$ cat src/rtl/mem_access_ctrl_if.sv
// Request/response handshake plus RAM data-port bus for mem_access_ctrl.
// slave = controller view, master = CPU/RAM side (testbench) view.
interface mem_access_ctrl_if #(
  parameter int AW = 10
);
  logic          req_valid;
  logic          req_ready;
  logic          req_we;
  logic [1:0]    req_size;
  logic          req_signed;
  logic [31:0]   req_addr;
  logic [31:0]   req_wdata;
  logic          rsp_valid;
  logic          rsp_ready;
  logic [31:0]   rsp_rdata;
  logic          rsp_err;
  logic [AW-1:0] mem_addr;
  logic [31:0]   mem_wdata;
  logic          mem_we;
  logic [31:0]   mem_rdata;

  modport slave (
    input  req_valid, req_we, req_size, req_signed, req_addr, req_wdata,
    input  rsp_ready, mem_rdata,
    output req_ready, rsp_valid, rsp_rdata, rsp_err,
    output mem_addr, mem_wdata, mem_we
  );

  modport master (
    output req_valid, req_we, req_size, req_signed, req_addr, req_wdata,
    output rsp_ready, mem_rdata,
    input  req_ready, rsp_valid, rsp_rdata, rsp_err,
    input  mem_addr, mem_wdata, mem_we
  );
endinterface

$ cat src/rtl/mem_access_ctrl.sv
// Load/store initiator for a word-wide synchronous RAM; sub-word stores use read-modify-write.
// Optional feature macro: MEMCTL_FAST_WORD_STORE_EN (aligned word stores skip the RAM read).
module mem_access_ctrl #(
  parameter int          DEPTH     = 1024,
  parameter int          RD_LAT    = 1,
  parameter logic [31:0] BASE_ADDR = 32'h0
) (
  input  logic clock,
  input  logic reset,
  mem_access_ctrl_if.slave bus
);
  localparam int AW = $clog2(DEPTH);
  localparam int CW = (RD_LAT > 1) ? $clog2(RD_LAT) : 1;

  typedef enum logic [1:0] {IDLE, READ, CAP, RESP} state_t;

  state_t        state;
  logic          we_q;
  logic          signed_q;
  logic [1:0]    size_q;
  logic [1:0]    lane_q;
  logic [31:0]   wdata_q;
  logic [CW-1:0] cnt;

  logic [31:0]   off;
  logic [31:0]   word_idx;
  logic          req_err;

  function automatic logic [31:0] load_extend(input logic [31:0] w, input logic [1:0] lane,
                                              input logic [1:0] size, input logic sgn);
    logic [31:0] sh;
    sh = w >> {lane, 3'b000};
    case (size)
      2'd0:    return sgn ? {{24{sh[7]}}, sh[7:0]} : {24'h0, sh[7:0]};
      2'd1:    return sgn ? {{16{sh[15]}}, sh[15:0]} : {16'h0, sh[15:0]};
      default: return sh;
    endcase
  endfunction

  function automatic logic [31:0] store_merge(input logic [31:0] old, input logic [31:0] wd,
                                              input logic [1:0] lane, input logic [1:0] size);
    logic [31:0] mask;
    case (size)
      2'd0:    mask = 32'h0000_00FF;
      2'd1:    mask = 32'h0000_FFFF;
      default: mask = 32'hFFFF_FFFF;
    endcase
    mask = mask << {lane, 3'b000};
    return (old & ~mask) | ((wd << {lane, 3'b000}) & mask);
  endfunction

  always_comb begin
    off      = bus.req_addr - BASE_ADDR;
    word_idx = off >> 2;
    req_err  = (bus.req_size == 2'd3) ||
               (bus.req_size == 2'd1 && bus.req_addr[0]) ||
               (bus.req_size == 2'd2 && bus.req_addr[1:0] != 2'd0) ||
               (bus.req_addr < BASE_ADDR) ||
               (word_idx >= 32'(DEPTH));
  end

  // RAM read data is only valid during CAP, so the merged write word is formed combinationally.
  // A word store has an all-ones mask, so the same merge also covers the fast path.
  assign bus.mem_wdata = (state == CAP && we_q) ? store_merge(bus.mem_rdata, wdata_q, lane_q, size_q)
                                                : 32'h0;

  always_ff @(posedge clock) begin
    if (reset) begin
      state         <= IDLE;
      bus.req_ready <= 1'b1;
      bus.rsp_valid <= 1'b0;
      bus.rsp_err   <= 1'b0;
      bus.rsp_rdata <= 32'h0;
      bus.mem_we    <= 1'b0;
      bus.mem_addr  <= '0;
    end else begin
      bus.mem_we <= 1'b0;
      case (state)
        IDLE: begin
          if (bus.req_valid) begin
            bus.req_ready <= 1'b0;
            we_q          <= bus.req_we;
            signed_q      <= bus.req_signed;
            size_q        <= bus.req_size;
            lane_q        <= bus.req_addr[1:0];
            wdata_q       <= bus.req_wdata;
            if (req_err) begin
              bus.rsp_valid <= 1'b1;
              bus.rsp_err   <= 1'b1;
              bus.rsp_rdata <= 32'h0;
              state         <= RESP;
            end else begin
              bus.mem_addr <= word_idx[AW-1:0];
`ifdef MEMCTL_FAST_WORD_STORE_EN
              if (bus.req_we && bus.req_size == 2'd2) begin
                bus.mem_we <= 1'b1;
                state      <= CAP;
              end else begin
                cnt   <= CW'(RD_LAT - 1);
                state <= READ;
              end
`else
              cnt   <= CW'(RD_LAT - 1);
              state <= READ;
`endif
            end
          end
        end
        READ: begin
          if (cnt == '0) begin
            bus.mem_we <= we_q;
            state      <= CAP;
          end else begin
            cnt <= cnt - CW'(1);
          end
        end
        CAP: begin
          bus.rsp_valid <= 1'b1;
          bus.rsp_err   <= 1'b0;
          bus.rsp_rdata <= we_q ? 32'h0 : load_extend(bus.mem_rdata, lane_q, size_q, signed_q);
          state         <= RESP;
        end
        RESP: begin
          if (bus.rsp_ready) begin
            bus.rsp_valid <= 1'b0;
            bus.rsp_err   <= 1'b0;
            bus.rsp_rdata <= 32'h0;
            bus.req_ready <= 1'b1;
            state         <= IDLE;
          end
        end
        default: state <= IDLE;
      endcase
    end
  end
endmodule

$ cat src/flat_wrapper.sv
// flat-port wrapper written by rule: the top's interface ports become plain ports
module mem_access_ctrl_flat 
#(
  parameter int          DEPTH     = 1024,
  parameter int          RD_LAT    = 1,
  parameter logic [31:0] BASE_ADDR = 32'h0
)
  (clock, reset, bus_req_valid, bus_req_we, bus_req_size, bus_req_signed, bus_req_addr, bus_req_wdata, bus_rsp_ready, bus_mem_rdata, bus_req_ready, bus_rsp_valid, bus_rsp_rdata, bus_rsp_err, bus_mem_addr, bus_mem_wdata, bus_mem_we);
  mem_access_ctrl_if #(.AW(10)) bus_i ();
  input  logic clock;
  input  logic reset;
  input wire logic [$bits(bus_i.req_valid)-1:0] bus_req_valid;
  input wire logic [$bits(bus_i.req_we)-1:0] bus_req_we;
  input wire logic [$bits(bus_i.req_size)-1:0] bus_req_size;
  input wire logic [$bits(bus_i.req_signed)-1:0] bus_req_signed;
  input wire logic [$bits(bus_i.req_addr)-1:0] bus_req_addr;
  input wire logic [$bits(bus_i.req_wdata)-1:0] bus_req_wdata;
  input wire logic [$bits(bus_i.rsp_ready)-1:0] bus_rsp_ready;
  input wire logic [$bits(bus_i.mem_rdata)-1:0] bus_mem_rdata;
  output wire logic [$bits(bus_i.req_ready)-1:0] bus_req_ready;
  output wire logic [$bits(bus_i.rsp_valid)-1:0] bus_rsp_valid;
  output wire logic [$bits(bus_i.rsp_rdata)-1:0] bus_rsp_rdata;
  output wire logic [$bits(bus_i.rsp_err)-1:0] bus_rsp_err;
  output wire logic [$bits(bus_i.mem_addr)-1:0] bus_mem_addr;
  output wire logic [$bits(bus_i.mem_wdata)-1:0] bus_mem_wdata;
  output wire logic [$bits(bus_i.mem_we)-1:0] bus_mem_we;
  assign bus_i.req_valid = bus_req_valid;
  assign bus_i.req_we = bus_req_we;
  assign bus_i.req_size = bus_req_size;
  assign bus_i.req_signed = bus_req_signed;
  assign bus_i.req_addr = bus_req_addr;
  assign bus_i.req_wdata = bus_req_wdata;
  assign bus_i.rsp_ready = bus_rsp_ready;
  assign bus_i.mem_rdata = bus_mem_rdata;
  assign bus_req_ready = bus_i.req_ready;
  assign bus_rsp_valid = bus_i.rsp_valid;
  assign bus_rsp_rdata = bus_i.rsp_rdata;
  assign bus_rsp_err = bus_i.rsp_err;
  assign bus_mem_addr = bus_i.mem_addr;
  assign bus_mem_wdata = bus_i.mem_wdata;
  assign bus_mem_we = bus_i.mem_we;
  mem_access_ctrl #(.DEPTH(DEPTH), .RD_LAT(RD_LAT), .BASE_ADDR(BASE_ADDR)) u_core (.clock(clock), .reset(reset), .bus(bus_i));
endmodule
$ cat config.mk
export PLATFORM = sky130hd
export DESIGN_NAME = mem_access_ctrl_flat
export DESIGN_NICKNAME = d
export VERILOG_FILES = /design/src/rtl/mem_access_ctrl_if.sv /design/src/rtl/mem_access_ctrl.sv /design/src/flat_wrapper.sv
export SDC_FILE = /design/constraint.sdc
export NUM_CORES = 1
export LEC_CHECK = 0
export BUFFER_PORTS_ARGS = -buffer_cell sky130_fd_sc_hd__clkbuf_2
export CORE_UTILIZATION = 25
export DETAILED_ROUTE_END_ITERATION = 16
export GPL_ROUTABILITY_DRIVEN = 0
export MAX_ROUTING_LAYER = met4
export PLACE_DENSITY_LB_ADDON = 0.3
export SLEW_MARGIN = 20
export SYNTH_ARGS = -nofsm -noshare
export SYNTH_HDL_FRONTEND = slang
export SYNTH_SLANG_ARGS = --single-unit
export TNS_END_PERCENT = 50
$ cat constraint.sdc
create_clock -name clock -period 3 [get_ports clock]
set_input_delay 0 -clock clock [delete_from_list [all_inputs] [get_ports clock]]
set_output_delay 0 -clock clock [all_outputs]
set_load 0.02 [all_outputs]
Yosys cells after proc, flatten, opt, wreduce, memory -nomap -nowiden
Cells that the tools add are included.
Storage, ports and cells
  word-level logic and storage cells: 85
  bits of input ports: 104
  flip-flop bits (word level): 87
Operators by class
  equal/unequal tests: 12
  bitwise operators: 7
  add/subtract/negate cells: 1
  reductions and logical operators: 20
  mux-type cells: 27
  order comparisons: 2
  shifts and indexed selects: 3
Operators by type and width (number)
  32-bit 2-to-1 mux: 7
  32-bit case mux with 2 select lines: 2
  32-bit case mux with 3 select lines: 1
  32-bit bitwise AND: 2
  32-bit by 5-bit << shifter with 32-bit output: 2
  32-bit by 1-bit < comparator with 1-bit output, second input constant: 1
  32-bit NOT: 1
  32-bit bitwise OR: 1
  32-bit by 5-bit right shift with 32-bit output: 1
  30-bit by 11-bit >= comparator with 1-bit output, second input constant: 1
  3-bit AND reduction: 4
  2-bit == test, second input constant: 4
  1-bit 2-to-1 mux: 8
  2-bit 2-to-1 mux: 4
  2-bit inequality test, second input constant: 4
  2-bit case mux with 4 select lines: 1
  4-bit AND reduction: 2
  2-bit by 1-bit == test with 1-bit output, second input constant: 3
  1-bit case mux with 3 select lines: 2
  2-bit nonzero test: 3
  2-bit logical NOT: 2
  1-bit logical OR: 4
  1-bit case mux with 2 select lines: 2
  1-bit logical AND: 3
  5 further kinds: 7

Longest topological paths before layout
Gate-level depths: netlist of the first run.
  depth in word-level cells: 9
  depth in mapped cells: 9
  mapped depth without buffers: 7

Worst setup path after synthesis of the first run
Ideal clock, no wire load.
  kind: register -> register
  start point: register u_core.state[0]
  end point: register u_core.lane_q[0] (enable)
  arrival: 2.295 ns
  setup slack: 0.272 ns
  setup time: 0.433 ns
  cell stages (with the launch flop): 5
  cell sequence: dfxtp_1 inv_1 ha_1 nand2_1 nor2_1
On the way
  longest elaborated chain between the ends: 2
RTL lines
  start, declared: line mem_access_ctrl.sv:17  | state_t state;
  start signal, assigned: line mem_access_ctrl.sv:69  | state <= IDLE;
  start signal, assigned: line mem_access_ctrl.sv:91  | state <= RESP;
  start signal, assigned: line mem_access_ctrl.sv:104  | state <= READ;
  2-bit logical NOT: line mem_access_ctrl.sv:78  | case (state)
  3-bit AND reduction (no source line)
  end signal, assigned: line mem_access_ctrl.sv:85  | lane_q <= bus.req_addr[1:0];
  end, declared: line mem_access_ctrl.sv:21  | logic [1:0] lane_q;
Every way passes these cells.
A chain may end at the register's enable or synchronous reset.

Final worst setup path of the first run
  start point: register u_core.size_q[1]
  end point: output port bus_mem_wdata[23]
On the way
  longest elaborated chain between the ends: 7
  elaborated cells on any way between the ends: 9
  classes of those cells: eq/ne: 1; shift: 1; mux: 2; bitwise: 4; reduce/logical: 1
RTL lines
  start, declared: line mem_access_ctrl.sv:20  | logic [1:0] size_q;
  start signal, assigned: line mem_access_ctrl.sv:84  | size_q <= bus.req_size;
  2-bit by 1-bit == test with 1-bit output or 2-bit logical NOT (tied branches): line mem_access_ctrl.sv:43  | case (size)
  32-bit case mux with 2 select lines (*): line mem_access_ctrl.sv:43
  32-bit by 5-bit << shifter with 32-bit output (*): line mem_access_ctrl.sv:48  | mask = mask << {lane, 3'b000};
  32-bit NOT: line mem_access_ctrl.sv:49  | return (old & ~mask) | ((wd << {lane, 3'b000}) & mask);
  32-bit bitwise AND: line mem_access_ctrl.sv:49
  32-bit bitwise OR (*): line mem_access_ctrl.sv:49
  32-bit 2-to-1 mux (*): line mem_access_ctrl.sv:64  | assign bus.mem_wdata = (state == CAP && we_q) ? store_merge(bus.mem_rdata, wdata_q, lane_q, size_q)
  end, declared: line flat_wrapper.sv:25  | output wire logic [$bits(bus_i.mem_wdata)-1:0] bus_mem_wdata;
Mark *: on every way between the ends. The rest lies on a longest branch, timed or not.

==> flow_metrics.env, run 1 <==
export IMPL_r2r_start="u_core.state[0]"
export IMPL_ys_types=40
export IMPL_fmax_mhz=400
export IMPL_final_seq_area_sq_um=2100
export IMPL_fin_crit_ns=2.50
export IMPL_fin_skew_ns=0.00671
export IMPL_postCtsHoldBufs=48
export IMPL_multi_input_area_sq_um=2200
export IMPL_final_common_cell="clkbuf_2"
export IMPL_drtIter0Drc=232
export IMPL_drv_slew=0
export IMPL_async_flop_share_pct=0
export IMPL_synth_top_area_share_pct=25.6
export IMPL_grt_antenna_before_repair=0
export IMPL_clkPwrFrac_pct=27.2
export IMPL_crit_required_ns=3.00
export IMPL_rsz0062_at_grt="false"
export IMPL_hold_viol_final=0
export IMPL_cp_slowest_cell="edfxtp_1"
export IMPL_netlist_instances=443
export IMPL_holdCritStartpoint="bus_rsp_ready"
export IMPL_r2r_setup_slack_ns=0.70
export IMPL_fp_dieH_microns=136
export IMPL_finalSetupTns_ns=0
export IMPL_pwr_share_comb_pct=33.4
export IMPL_synth_fp_nets=552
export IMPL_core_area_sq_um=17400
export IMPL_ys_ff_latch=86
export IMPL_r2r_cells=7
export IMPL_r2r_end="u_core.bus.rsp_rdata[30]"
export IMPL_viasPerCell=4.75
export IMPL_grt_total_usage_pct=17.0
export IMPL_hold_class="in2reg"
export IMPL_cts_resized=0
export IMPL_rows=48
export IMPL_switching_power_mw=1.31
export IMPL_drt_pass1_iter_count=4
export IMPL_ys_seq_area_share_pct=47.1
export IMPL_finalWirelength_mm=15.0
export IMPL_cts_sinks=86
export IMPL_p_per_area_nw_per_um2=589
export IMPL_outcome="complete, no violations"
export IMPL_numPortBuffers=181
export IMPL_area_growth_pct=42.0
export IMPL_final_net_count=770
export IMPL_whs_ns=0.0450
export IMPL_grt_pass1_vias=4276
export IMPL_layout_common_cells="181 x clkbuf_2, 53 x nand2_1, 52 x mux2i_1, 52 x nor2_1"
export IMPL_clk_pin_slew_worst_paths_ns=0.06
export IMPL_path_class="reg2out"
export IMPL_cts_made_buffers=9
export IMPL_finalCritPeriodShare_pct=83.3
export IMPL_cts_buffer_depth=2
export IMPL_worst_skew_pair_late_latency_ns=0.35
export IMPL_finalSetupViolations=0
export IMPL_crit_arrival_ns=2.50
export IMPL_synth_area_leaders="edfxtp_1 26%, dfxtp_1 22%, mux2i_1 12%"
export IMPL_maxCapViolCount=0
export IMPL_wl_per_cell_microns=16.9
export IMPL_timing_slew_headroom_pct=37.4
export IMPL_grt_max_degree=39
export IMPL_crit_path_start_kind="flop"
export IMPL_crit_chain="a21oi_1 > nor2_1 > o22ai_1 > o21ai_0 > nor2_1 > clkbuf_2"
export IMPL_hold_depth=4
export IMPL_tritoncts="yes"
export IMPL_htree_levels=3
export IMPL_critPathCaptureType="output port"
export IMPL_syn_area_sq_um=4460
export IMPL_postCtsSetupBuffers=0
export IMPL_p_seq_share_pct=39.4
export IMPL_final_layout_size_suffix_gt1_share_pct=33.8
export IMPL_overflow=0
export IMPL_die_width_microns=136
export IMPL_synthesis_area_per_instance_sq_um=10.1
export IMPL_hold_end="u_core.bus.req_ready"
export IMPL_tightest_slew_ns=0.937
export IMPL_vias=4235
export IMPL_synth_enable_flop_cells=38
export IMPL_place_area_sq_um=5590
export IMPL_ir_drop_v=0.000332
export IMPL_p_leak_nw=2.74
export IMPL_cp_max_fo=24
export IMPL_intPower_mw=2.42
export IMPL_dieArea_sq_um=18400
export IMPL_ys_warnings_count=0
export IMPL_ys_flop_type="dfxtp_1"
export IMPL_cpPeakStageDelay_ns=0.80
export IMPL_swShare_pct=35.2
export IMPL_initial_core_util_pct=25.7
export IMPL_clockRootBuffer="clkbuf_16"
export IMPL_nFillCells=1748
export IMPL_stdcell_area_sq_um=6330
export IMPL_cpMostUsedCell="nor2_1"
export IMPL_drcViolationCount=0
export IMPL_place_hpwl_mm=11.6
export IMPL_io_pins=182
export IMPL_yosysTopAreaCell="edfxtp_1"
export IMPL_ant_nets=0
export IMPL_grt_pass1_wl_mm=22.8
-- flip-flops by register name, summed over array words and instances (netlist names) --
register / count
u_core.bus.mem_addr: 10
u_core.bus.mem_we: 1
u_core.bus.req_ready: 1
u_core.bus.rsp_err: 1
u_core.bus.rsp_rdata: 32
u_core.bus.rsp_valid: 1
u_core.lane_q: 2
u_core.signed_q: 1
u_core.size_q: 2
u_core.state: 2
u_core.wdata_q: 32
u_core.we_q: 1
-- per-layer routing --
metal | GRT usage (%) | vias to the layer above | part of all wire, %
li1 | - | 2069 | -
met1 | 21.0 | 1999 | 43
met2 | 26.7 | 136 | 49
met3 | 2.54 | 31 | 4.8
met4 | 8.80 | 0 | 3.2
met5 | - | - | 0
-- worst max-delay path by stage --
stage | from | end | slack [ns] | cells past startpoint
finish | u_core.size_q[1] | bus_mem_wdata[23] | 0.50 | 6
CTS | u_core.size_q[1] | bus_mem_wdata[23] | 0.52 | 6
detailed placement | u_core.state[0] | u_core.bus.rsp_rdata[30] | 0.69 | 7
floorplan | u_core.state[0] | u_core.lane_q[0] | 0.27 | 4
global route | u_core.size_q[1] | bus_mem_wdata[23] | 0.29 | 6
global placement | u_core.state[0] | u_core.bus.rsp_rdata[30] | 0.78 | 7
-- power by group through the flow --
| stage | sequential (mW) | combinational (mW) | clock [mW] |
|---|---|---|---|
| 4_1_cts | 1.47 | 1.26 | 1.04 |
| 3_5_place_dp | 1.50 | 1.20 | 0 |
| 6_report | 1.47 | 1.25 | 1.01 |
| 5_1_grt | 1.49 | 1.36 | 1.09 |
| 2_1_floorplan | 1.52 | 0.759 | 0 |
| 3_3_place_gp | 1.49 | 1.18 | 0 |
-- worst max-delay path, delay by kind of cell (launching register included) --
kind,cells,cell delay [ns]
AO/OA/AOI/OAI,3,0.43
buffers and inverters,1,0.20
flip-flops,1,0.80
AND/OR/NAND/NOR,2,0.71
-- Yosys cell counts (all sizes together) (6+ instances only) --
cell,n
a22o,17
nand2,53
o22ai,8
buf,18
edfxtp,38
o21ai,28
nor2b,14
o2bb2ai,8
a32o,7
clkbuf,15
nor3,6
dfxtp,48
a211oi,9
mux2i,52
a21oi,22
mux4,8
nor2,54
a211o,7
-- layout make-up --
class | count | share of cell area [%]
timing repair buffer | 240 | 23.2
sequential | 86 | 33.2
multi-input combinational | 320 | 34.8
clock inverter | 4 | 0.375
antenna | 1 | 0.0395
tap | 225 | 4.45
clock buffer | 12 | 3.73
inverter | 4 | 0.237
-- cells by family after synthesis --
family                     synth area share (%)
muxes                                      15.7
buffers and inverters                      3.73
AOI/OAI and AO/OA                          17.2
and+or+nand+nor                            14.8
adders and majority gates                  1.40
DFF                                        47.1
-- through the flow --
step                      cells  utilization (%)  total power [mW]  worst slack [ns]
final                       892             36.5              3.73             0.500
after global routing        891             36.5              3.93             0.289
after CTS                   891             36.5              3.76             0.522
after detailed placement    827             32.2              2.69             0.692
after global placement      827             32.2              2.67             0.780
after floorplan             443                -              2.28             0.272
Power figures use the tool's default switching activity.
==> inputs of run 2 (changes only) <==
==> constraint.sdc (replaced) <==
create_clock -name clock -period 2.15 [get_ports clock]
set_input_delay 0 -clock clock [delete_from_list [all_inputs] [get_ports clock]]
set_output_delay 0 -clock clock [all_outputs]
set_load 0.02 [all_outputs]
==> run 2 against run 1 <==
Clock skew down 0.0028 ns. Worst hold slack worse by 0.0043 ns. Non-clock buffer count up 17. Sequential power up 40%. Cell count up 1.8%. Highest routed layer unchanged. Flip-flop and latch count unchanged. Combinational power up 53%. Core utilization up 1.6 points. Critical path type is now reg2reg. Global-route usage down 0.28 points. Cell area up 4.5%. Die area unchanged. Critical path depth up 2.
==> flow_metrics.env, run 2 (synthesized netlist as in run 1, its figures left out) <==
export IMPL_outcome="complete, no violations"
export IMPL_wl_per_cell_microns=16.6
export IMPL_ant_nets=0
export IMPL_reg_largest_list="u_core.bus.rsp_rdata x32, u_core.wdata_q x32, u_core.bus.mem_addr x10"
export IMPL_fp_dieH_microns=136
export IMPL_viasPerCell=4.73
export IMPL_tritoncts="yes"
export IMPL_fmax_mhz=482
export IMPL_final_common_cell="clkbuf_2"
export IMPL_drt_pass1_iter_count=5
export IMPL_fin_total_pwr_mw=5.60
export IMPL_finalCritPeriodShare_pct=96.4
export IMPL_hold_class="in2reg"
export IMPL_htree_levels=3
export IMPL_final_layout_size_suffix_gt1_share_pct=36.7
export IMPL_crit_path_start_kind="flop"
export IMPL_p_per_area_nw_per_um2=847
export IMPL_die_width_microns=136
export IMPL_grt_antenna_before_repair=0
export IMPL_fin_crit_ns=2.07
export IMPL_stdcell_area_sq_um=6620
export IMPL_io_pins=182
export IMPL_timing_slew_headroom_pct=61.5
export IMPL_clockRootBuffer="clkbuf_16"
export IMPL_whs_ns=0.0407
export IMPL_vias=4299
export IMPL_fin_skew_ns=0.00395
export IMPL_maxCapViolCount=0
export IMPL_final_net_count=787
export IMPL_place_area_sq_um=5700
export IMPL_cts_made_buffers=9
export IMPL_cts_buffer_depth=2
export IMPL_dieArea_sq_um=18400
export IMPL_cp_max_fo=8
export IMPL_hold_viol_final=0
export IMPL_initial_core_util_pct=25.7
export IMPL_area_growth_pct=48.3
export IMPL_ir_drop_v=0.000457
export IMPL_worst_skew_pair_late_latency_ns=0.34
export IMPL_antenna_cells=0
export IMPL_post_route_util_pct=38.1
export IMPL_numPortBuffers=181
export IMPL_grt_pass1_wl_mm=22.6
export IMPL_overflow=0
export IMPL_place_hpwl_mm=11.5
export IMPL_clk_pin_slew_worst_paths_ns=0.06
export IMPL_crit_arrival_ns=2.36
export IMPL_tightest_slew_ns=0.575
export IMPL_layout_common_cells="181 x clkbuf_2, 53 x nand2_1, 52 x mux2i_1"
export IMPL_drtIter0Drc=144
export IMPL_finalWirelength_mm=15.1
export IMPL_core_area_sq_um=17400
export IMPL_drv_slew=0
export IMPL_finalSetupViolations=0
export IMPL_crit_required_ns=2.43
export IMPL_critPathCaptureType="flop"
export IMPL_rsz0062_at_grt="true"
export IMPL_worst_slack_ns=0.0770
export IMPL_rows=48
export IMPL_p_leak_nw=2.87
export IMPL_grt_total_usage_pct=16.7
export IMPL_cts_sinks=86
export IMPL_grt_pass1_vias=4171
export IMPL_path_class="reg2reg"
export IMPL_drcViolationCount=0
export IMPL_grt_max_degree=54
export IMPL_dp_worst_setup_slack_ns=0.0151
## run 2: path summary, 6_finish.rpt
check	start	to	slack (ns)	cells after the start
min	bus_mem_rdata[27]	u_core.bus.rsp_rdata[27]	0.04	4
max reg2reg	u_core.state[0]	u_core.bus.rsp_rdata[28]	0.08	8
min reg2reg	u_core.bus.rsp_rdata[12]	u_core.bus.rsp_rdata[12]	0.47	1
max	u_core.state[0]	u_core.bus.rsp_rdata[28]	0.08	8
## run 2: area by class of cell
class | count | area (sq um)
clock buffers | 11 | 233
inverters | 4 | 17.5
clock inverters | 5 | 73.8
fillers | 1732 | 10700
multi-input cells | 320 | 2250
flip-flops and latches | 86 | 2110
repair buffers | 257 | 1650
well taps | 225 | 282
## run 2: repair_timing
| item | in CTS | in global routing |
|---|---|---|
| endpoints found under the setup margin | 9 | 52 |
| hold buffers | 48 | 0 |
| pin swaps | 0 | 5 |
| gates resized for setup | 3 | 16 |
| setup buffers | 0 | 8 |
| gates cloned | 0 | 1 |
| endpoints found under the hold margin | 48 | 0 |
## run 2: layer usage
layer	vias up	track usage (%)	routed length, microns
met5	-	-	0
met2	119	25.5	7290
li1	2109	-	-
met4	0	6.62	337
met1	2043	21.6	6880
met3	28	3.18	585
## run 2: power breakdown
part | switching, mW | internal (mW)
combinational | 1.12 | 0.792
clock | 0.624 | 1.01
sequential | 0.134 | 1.92
total | 1.88 | 3.72
## run 2: stage by stage
| step | TNS, ns | instances |
|---|---|---|
| 2_1_floorplan | 0 | 443 |
| 3_3_place_gp | 0 | 835 |
| 3_5_place_dp | 0 | 835 |
| 4_1_cts | 0 | 899 |
| 5_1_grt | -0.142 | 908 |
| 6_report | 0 | 908 |
## run 2: worst max-delay path, cell delays in order, from the launching register on
cell	delay, ns
dfxtp_4	0.36
inv_4	0.07
ha_4	0.12
or3b_4	0.38
nor4_4	0.36
o21ai_4	0.14
nor3_4	0.28
buf_6	0.17
a22o_1	0.13
